`src/rtl/row_pool_engine.sv`:
```
// Streaming PKxPK max/average pooling engine: each PK adjacent lanes are reduced horizontally,
// then PK rows are reduced vertically through a per-{channel, segment} line buffer.
`timescale 1ns/1ps
module row_pool_engine #(
    parameter int DATA_WIDTH = 8,
    parameter int LANES      = 8,
    parameter int PK         = 2,
    parameter int SEGS       = 4,
    parameter int CH         = 16
) (
    input  logic                              clk,
    input  logic                              rstn,
    input  logic                              mode,
    input  logic [LANES*DATA_WIDTH-1:0]       in_data,
    input  logic                              in_valid,
    output logic                              in_ready,
    input  logic                              in_last,
    output logic [(LANES/PK)*DATA_WIDTH-1:0]  out_data,
    output logic                              out_valid,
    input  logic                              out_ready,
    output logic                              out_last,
    output logic                              partial_drop
);
    localparam int LOG_PK = $clog2(PK);
    localparam int ACC_W  = DATA_WIDTH + 2*LOG_PK;
    localparam int OUT_L  = LANES / PK;
    localparam int DEPTH  = CH * SEGS;
    localparam int SEG_W  = (SEGS > 1) ? $clog2(SEGS) : 1;
    localparam int CH_W   = (CH > 1) ? $clog2(CH) : 1;
    localparam int PH_W   = LOG_PK;
    localparam int ADDR_W = (DEPTH > 1) ? $clog2(DEPTH) : 1;
    localparam logic [SEG_W-1:0] SEG_LAST = SEG_W'(SEGS - 1);
    localparam logic [CH_W-1:0]  CH_LAST  = CH_W'(CH - 1);
    localparam logic [PH_W-1:0]  PH_LAST  = PH_W'(PK - 1);

    typedef enum logic {IDLE, ACCUM} state_t;

    state_t                      state;
    logic [SEG_W-1:0]            seg_cnt;
    logic [CH_W-1:0]             ch_cnt;
    logic [PH_W-1:0]             phase;
    logic                        mode_q;
    logic                        accept;
    logic                        mode_eff;
    logic                        at_end;
    logic [ADDR_W-1:0]           addr;
    logic [OUT_L*ACC_W-1:0]      line_buf [DEPTH];
    logic [OUT_L*ACC_W-1:0]      entry;
    logic [OUT_L*ACC_W-1:0]      horiz;
    logic [OUT_L*ACC_W-1:0]      comb_res;
    logic [OUT_L*ACC_W-1:0]      wr_data;
    logic [OUT_L*DATA_WIDTH-1:0] out_next;
    logic signed [DATA_WIDTH-1:0] px;
    logic signed [ACC_W-1:0]     h_acc;
    logic signed [ACC_W-1:0]     lane_v;
    logic signed [ACC_W-1:0]     e_val;
    logic signed [ACC_W-1:0]     c_val;
    logic signed [ACC_W-1:0]     avg;

    assign in_ready = !out_valid || out_ready;
    assign accept   = in_valid && in_ready;
    // The first beat of a frame uses the live mode input; later beats use the latched copy.
    assign mode_eff = (state == IDLE) ? mode : mode_q;
    assign at_end   = (seg_cnt == SEG_LAST) && (ch_cnt == CH_LAST) && (phase == PH_LAST);
    assign addr     = ADDR_W'(ch_cnt) * ADDR_W'(SEGS) + ADDR_W'(seg_cnt);
    assign entry    = line_buf[addr];
    assign wr_data  = (phase == '0) ? horiz : comb_res;

    always_comb begin
        horiz    = '0;
        comb_res = '0;
        out_next = '0;
        px       = '0;
        h_acc    = '0;
        lane_v   = '0;
        e_val    = '0;
        c_val    = '0;
        avg      = '0;
        for (int o = 0; o < OUT_L; o++) begin
            px    = in_data[(o*PK)*DATA_WIDTH +: DATA_WIDTH];
            h_acc = {{(ACC_W-DATA_WIDTH){px[DATA_WIDTH-1]}}, px};
            for (int k = 1; k < PK; k++) begin
                px     = in_data[(o*PK+k)*DATA_WIDTH +: DATA_WIDTH];
                lane_v = {{(ACC_W-DATA_WIDTH){px[DATA_WIDTH-1]}}, px};
                if (mode_eff)
                    h_acc = h_acc + lane_v;
                else if (lane_v > h_acc)
                    h_acc = lane_v;
            end
            e_val = entry[o*ACC_W +: ACC_W];
            if (mode_eff)
                c_val = e_val + h_acc;
            else
                c_val = (e_val > h_acc) ? e_val : h_acc;
            // Arithmetic shift gives floor division by the PK*PK window size.
            avg = c_val >>> (2*LOG_PK);
            horiz[o*ACC_W +: ACC_W]              = h_acc;
            comb_res[o*ACC_W +: ACC_W]           = c_val;
            out_next[o*DATA_WIDTH +: DATA_WIDTH] = mode_eff ? avg[DATA_WIDTH-1:0] : c_val[DATA_WIDTH-1:0];
        end
    end

    // Line buffer needs no reset: phase 0 always overwrites before any read.
    always_ff @(posedge clk) begin
        if (accept && (phase != PH_LAST))
            line_buf[addr] <= wr_data;
    end

    always_ff @(posedge clk or negedge rstn) begin
        if (!rstn) begin
            state        <= IDLE;
            seg_cnt      <= '0;
            ch_cnt       <= '0;
            phase        <= '0;
            mode_q       <= 1'b0;
            out_data     <= '0;
            out_valid    <= 1'b0;
            out_last     <= 1'b0;
            partial_drop <= 1'b0;
        end else begin
            partial_drop <= 1'b0;
            if (out_valid && out_ready) begin
                out_valid <= 1'b0;
                out_last  <= 1'b0;
            end
            if (accept) begin
                if (state == IDLE)
                    mode_q <= mode;
                state <= ACCUM;
                if (in_last) begin
                    state   <= IDLE;
                    seg_cnt <= '0;
                    ch_cnt  <= '0;
                    phase   <= '0;
                    if (at_end) begin
                        out_data  <= out_next;
                        out_valid <= 1'b1;
                        out_last  <= 1'b1;
                    end else begin
                        partial_drop <= 1'b1;
                    end
                end else begin
                    if (seg_cnt == SEG_LAST) begin
                        seg_cnt <= '0;
                        if (ch_cnt == CH_LAST) begin
                            ch_cnt <= '0;
                            phase  <= (phase == PH_LAST) ? '0 : phase + 1'b1;
                        end else begin
                            ch_cnt <= ch_cnt + 1'b1;
                        end
                    end else begin
                        seg_cnt <= seg_cnt + 1'b1;
                    end
                    if (phase == PH_LAST) begin
                        out_data  <= out_next;
                        out_valid <= 1'b1;
                        out_last  <= 1'b0;
                    end
                end
            end
        end
    end
endmodule

```
`config.mk`:
```
export PLATFORM = sky130hd
export DESIGN_NAME = row_pool_engine
export DESIGN_NICKNAME = d
export VERILOG_FILES = /design/src/rtl/row_pool_engine.sv
export SDC_FILE = /design/constraint.sdc
export NUM_CORES = 2
export LEC_CHECK = 0
export ABC_AREA = 1
export CAP_MARGIN = 20
export CORE_MARGIN = 3
export CORE_UTILIZATION = 55
export DETAILED_ROUTE_END_ITERATION = 12
export PLACE_DENSITY_LB_ADDON = 0.1
export SLEW_MARGIN = 20
export SYNTH_ARGS = -nofsm -noshare
export SYNTH_HDL_FRONTEND = slang
export SYNTH_SLANG_ARGS = --single-unit
```
`constraint.sdc`:
```
create_clock -name clk -period 6.4 [get_ports clk]
set_input_delay 0.64 -clock clk [delete_from_list [all_inputs] [get_ports clk]]
set_output_delay 0.64 -clock clk [all_outputs]
set_load 0.03 [all_outputs]
```
==> results.rst <==
.. list-table::
   :header-rows: 1

   * - Metric
     - Value
   * - Run status
     - complete, no violations
   * - Total clock buffers created by CTS
     - approximately 280
   * - Class of the most critical hold timing path
     - in2reg
   * - Leakage power of the design
     - 44.10 nW
   * - Worst-Skew Late Latency
     - approximately 0.94 ns
   * - Max-slew violation count
     - 0
   * - Final weighted congestion in routability-driven placement
     - 0.9146
   * - Violation count after the first detailed-routing iteration
     - approximately 11000
   * - Design Power
     - 55.21 mW
   * - Required arrival time at the worst endpoint
     - approximately 7.1 ns
   * - Net switching power of the design
     - ~19 mW
   * - Layout Skew
     - 0.07754 ns
   * - CTS tree
     - yes
   * - Maximum single-stage delay on the critical path
     - 0.60 ns
   * - Post-CTS setup buffer count
     - 0
   * - Power share of the clock group
     - 27.4%
   * - Cell-internal power
     - roughly 36 mW
   * - Mean number of vias per cell
     - 6.235
   * - Cell count after synthesis
     - between 8000 and 9000
   * - Fin. Hold Viols
     - 0
   * - DRC violations left
     - 0
   * - Largest net degree at the start of global routing
     - between 150 and 200
   * - Clock-pin slew reported for the worst setup and hold paths after clock tree synthesis
     - 0.06 ns
   * - Routed via count
     - 70830
   * - Die Outline Area
     - 197600 um2
   * - Maximum fanout along the worst path
     - 64
   * - Cell repeated most along the worst path
     - nand2_1
   * - Maximum achievable frequency
     - ~0.17 GHz
   * - Average wire per cell in the routed design
     - 30.69 um
   * - Number of I/O pins
     - 106
   * - Number of enable flip-flop cells after synthesis
     - 2560
   * - Via count of the first global-routing pass
     - 66910
   * - Async set or reset register ratio after synthesis
     - 1.690%
   * - Transition time at the pin with the least slew margin
     - around 1.2 ns
   * - Cell with the biggest individual delay on the critical path
     - buf_4
   * - Hpwl dp
     - 196300 um
   * - Critical Path End Type
     - register
   * - Area added between synthesis and finish
     - 14.58%
   * - Buffers from clock root to sink, at most
     - 4
   * - Wire length reported by the detailed router
     - 348600 um
   * - Mean Syn Cell Area
     - around 13 um2
   * - Layout cells sized above 1
     - 9.697%
   * - Setup slack on the worst flop-to-flop path
     - between 0.5 and 0.6 ns
   * - YS warnings
     - 0
   * - Number of input and output port buffers inserted
     - 105
   * - Share of total power consumed by net switching
     - between 30% and 40%
   * - Relative contribution of sequential cells to total power
     - between 40% and 50%
   * - Overflow after GRT
     - 0
   * - Distinct cell type count after synthesis
     - 47
   * - Proportion of power drawn by combinational gates
     - 31.2%
   * - Power density cells
     - 455.5 nW/um2
   * - RSZ-0062 raised after global routing
     - no
   * - Resized cells post-CTS
     - 0
   * - Crit path capture
     - line_buf[30][9]
   * - Worst Hold Margin
     - 0.4151 ns
   * - Worst reg2reg path startpoint
     - ch_cnt[0]
   * - Clk sinks
     - ~2600
   * - Number of antenna violations at the first check in global routing
     - 8
   * - Antenna Violating Nets Remaining
     - 0
   * - Setup TNS after final layout
     - 0 ns
   * - First-pass GRT wire length
     - 491500 um
   * - Total number of H-tree levels
     - 5
   * - Reported max-cap violation count
     - 0
   * - Final setup violation count
     - 0
   * - Cell area after synthesis
     - 105800 um2
   * - Worst EP arrival
     - about 6.6 ns
   * - Hold buffer count at CTS
     - 1
   * - Core Footprint
     - ~190000 um2
   * - Crit path setup slack, layout
     - ~0.51 ns
   * - Capture point of the worst reg-to-reg path
     - line_buf[30][9]
   * - Post-route core utilization
     - 63.59%
   * - Chip Width
     - 444.5 um
   * - Number of nets produced by synthesis
     - 8561
   * - Worst setup slack before clock tree synthesis
     - 0.1791 ns
   * - Shortest period the worst path allows
     - 5.893 ns
   * - Filler instances
     - 14200
   * - Die extent in y
     - 444.5 um
   * - Worst-case reg-to-reg path depth
     - 30
   * - Seq/Total Area, Yosys
     - 73.72%
   * - Register bit total from synthesis
     - 2604
   * - Buffer type at the clock tree root
     - clkbuf_16
   * - Number of iterations in the first detailed-routing pass
     - 6
   * - Synth Flop Type
     - edfxtp_1
   * - Kind of critical path
     - reg2reg
   * - Startpoint types
     - register
   * - Relative slew slack
     - between 10% and 20%
   * - Net count of the finished layout
     - between 8000 and 9000
   * - Peak ir drop on the vdd network
     - 0.3498 mV
   * - # rows
     - 160
   * - Effective utilization at floorplan
     - 55.50%
   * - Share of the clock period used by the worst path after layout
     - around 90%
   * - Start point of the critical path
     - ch_cnt[0]
   * - GRT Overall Usage
     - 35.06%
flip-flops by register name (all words and copies together), names as in the netlist, 2 cells and up:
name	count
ch_cnt	4
line_buf	2560
out_data	32
seg_cnt	2
how the worst min path moves through the flow:
stage | startpoint | end | slack, ns | depth (start not counted)
2_1_floorplan | rstn | ch_cnt[0] | 0.34 | 0
3_3_place_gp | out_data[15] | out_data[15] | 0.47 | 2
3_5_place_dp | out_data[14] | out_data[14] | 0.47 | 2
4_1_cts | out_ready | out_valid | 0.35 | 4
5_1_grt | out_ready | out_valid | 0.44 | 4
6_report | out_ready | out_valid | 0.42 | 4
worst max-delay path, delay by kind of cell, from the launching register on:
family / cells / cell delay [ns]
AO/OA/AOI/OAI: 6 / 1.07
XOR/XNOR: 1 / 0.17
adder cells (fa/ha/maj): 1 / 0.28
buffers and inverters: 7 / 1.79
flip-flops: 1 / 0.57
AND/OR/NAND/NOR: 15 / 1.70
power groups by stage:
stage	combinational (mW)	sequential [mW]	clock, mW
2_1_floorplan	9.15	23.5	0
3_3_place_gp	16.7	23.2	0
3_5_place_dp	16.8	23.2	0
4_1_cts	16.9	22.8	15.2
5_1_grt	18.5	22.9	15.9
6_report	17.2	22.8	15.1
metrics by stage:
stage          cells  instance area [um2]
6_report       11360               121200
5_1_grt        11360               121200
4_1_cts        11360               121200
3_5_place_dp   10890               112800
3_3_place_gp   10890               112700
2_1_floorplan   8345               105800
cell type report:
class,count,area [um2],share of cell area (%)
Sequential cell,2604,77990,64.35
Clock inverter,118,889.6,0.7341
Multi-Input combinational cell,4967,25270,20.85
Timing Repair Buffer,440,4980,4.109
Tap cell,2511,3142,2.592
Clock buffer,348,7461,6.156
Inverter,371,1455,1.201
Antenna cell,2,5.005,0.004130
cells by family after synthesis:
kind of cell,synth area share [%]
AND/OR/NAND/NOR,14.99
flip-flops,73.72
AO/OA/AOI/OAI,6.149
buffers and inverters,3.180
adder cells (fa/ha/maj),1.784
XOR/XNOR,0.1739
layer usage:
metal  vias up  GRT usage [%]  part of all wire (%)
met1     35050          49.52                    38
met4         2          15.12                   5.0
met2      4558          53.00                    45
li1      30430              -                     -
met3       794          7.690                    12
met5         -              0                0.0049
layout by cell type (no fill, tap or decap), types with 66 or more instances in the layout:
cell type / count
a21oi_1: 112
a221oi_1: 187
a22oi_1: 275
buf_12: 110
buf_4: 222
clkbuf_16: 287
clkdlybuf4s50_1: 104
clkinv_1: 68
edfxtp_1: 2560
ha_1: 138
inv_1: 356
nand2_1: 3165
nand3_1: 86
nand4_1: 296
nor2_1: 190
nor2_4: 66
o21ai_0: 126
synth_stat cells (all sizes together) (2+ instances only):
library cell	number	share of area (%)
a211oi	3	0.021
a21o	4	0.028
a21oi	135	0.64
a221oi	204	1.8
a22o	34	0.28
a22oi	275	2.0
a31o	4	0.033
and3	41	0.24
buf	304	1.5
clkbuf	99	0.35
clkinv	2	0.0071
dfrtp	44	1.0
edfxtp	2560	73
fa	8	0.15
ha	138	1.6
inv	369	1.3
nand2	3180	11
nand3	96	0.50
nand4	296	1.8
nor2	258	0.92
nor3	31	0.20
nor4	5	0.067
o2111a	8	0.085
o2111ai	7	0.058
o211ai	17	0.12
o21ai	133	0.63
o21bai	8	0.057
o2bb2ai	37	0.31
o31ai	13	0.092
o41ai	4	0.033
or2	3	0.018
xnor2	3	0.025
xor2	18	0.15
Power figures use the tool's default switching activity.
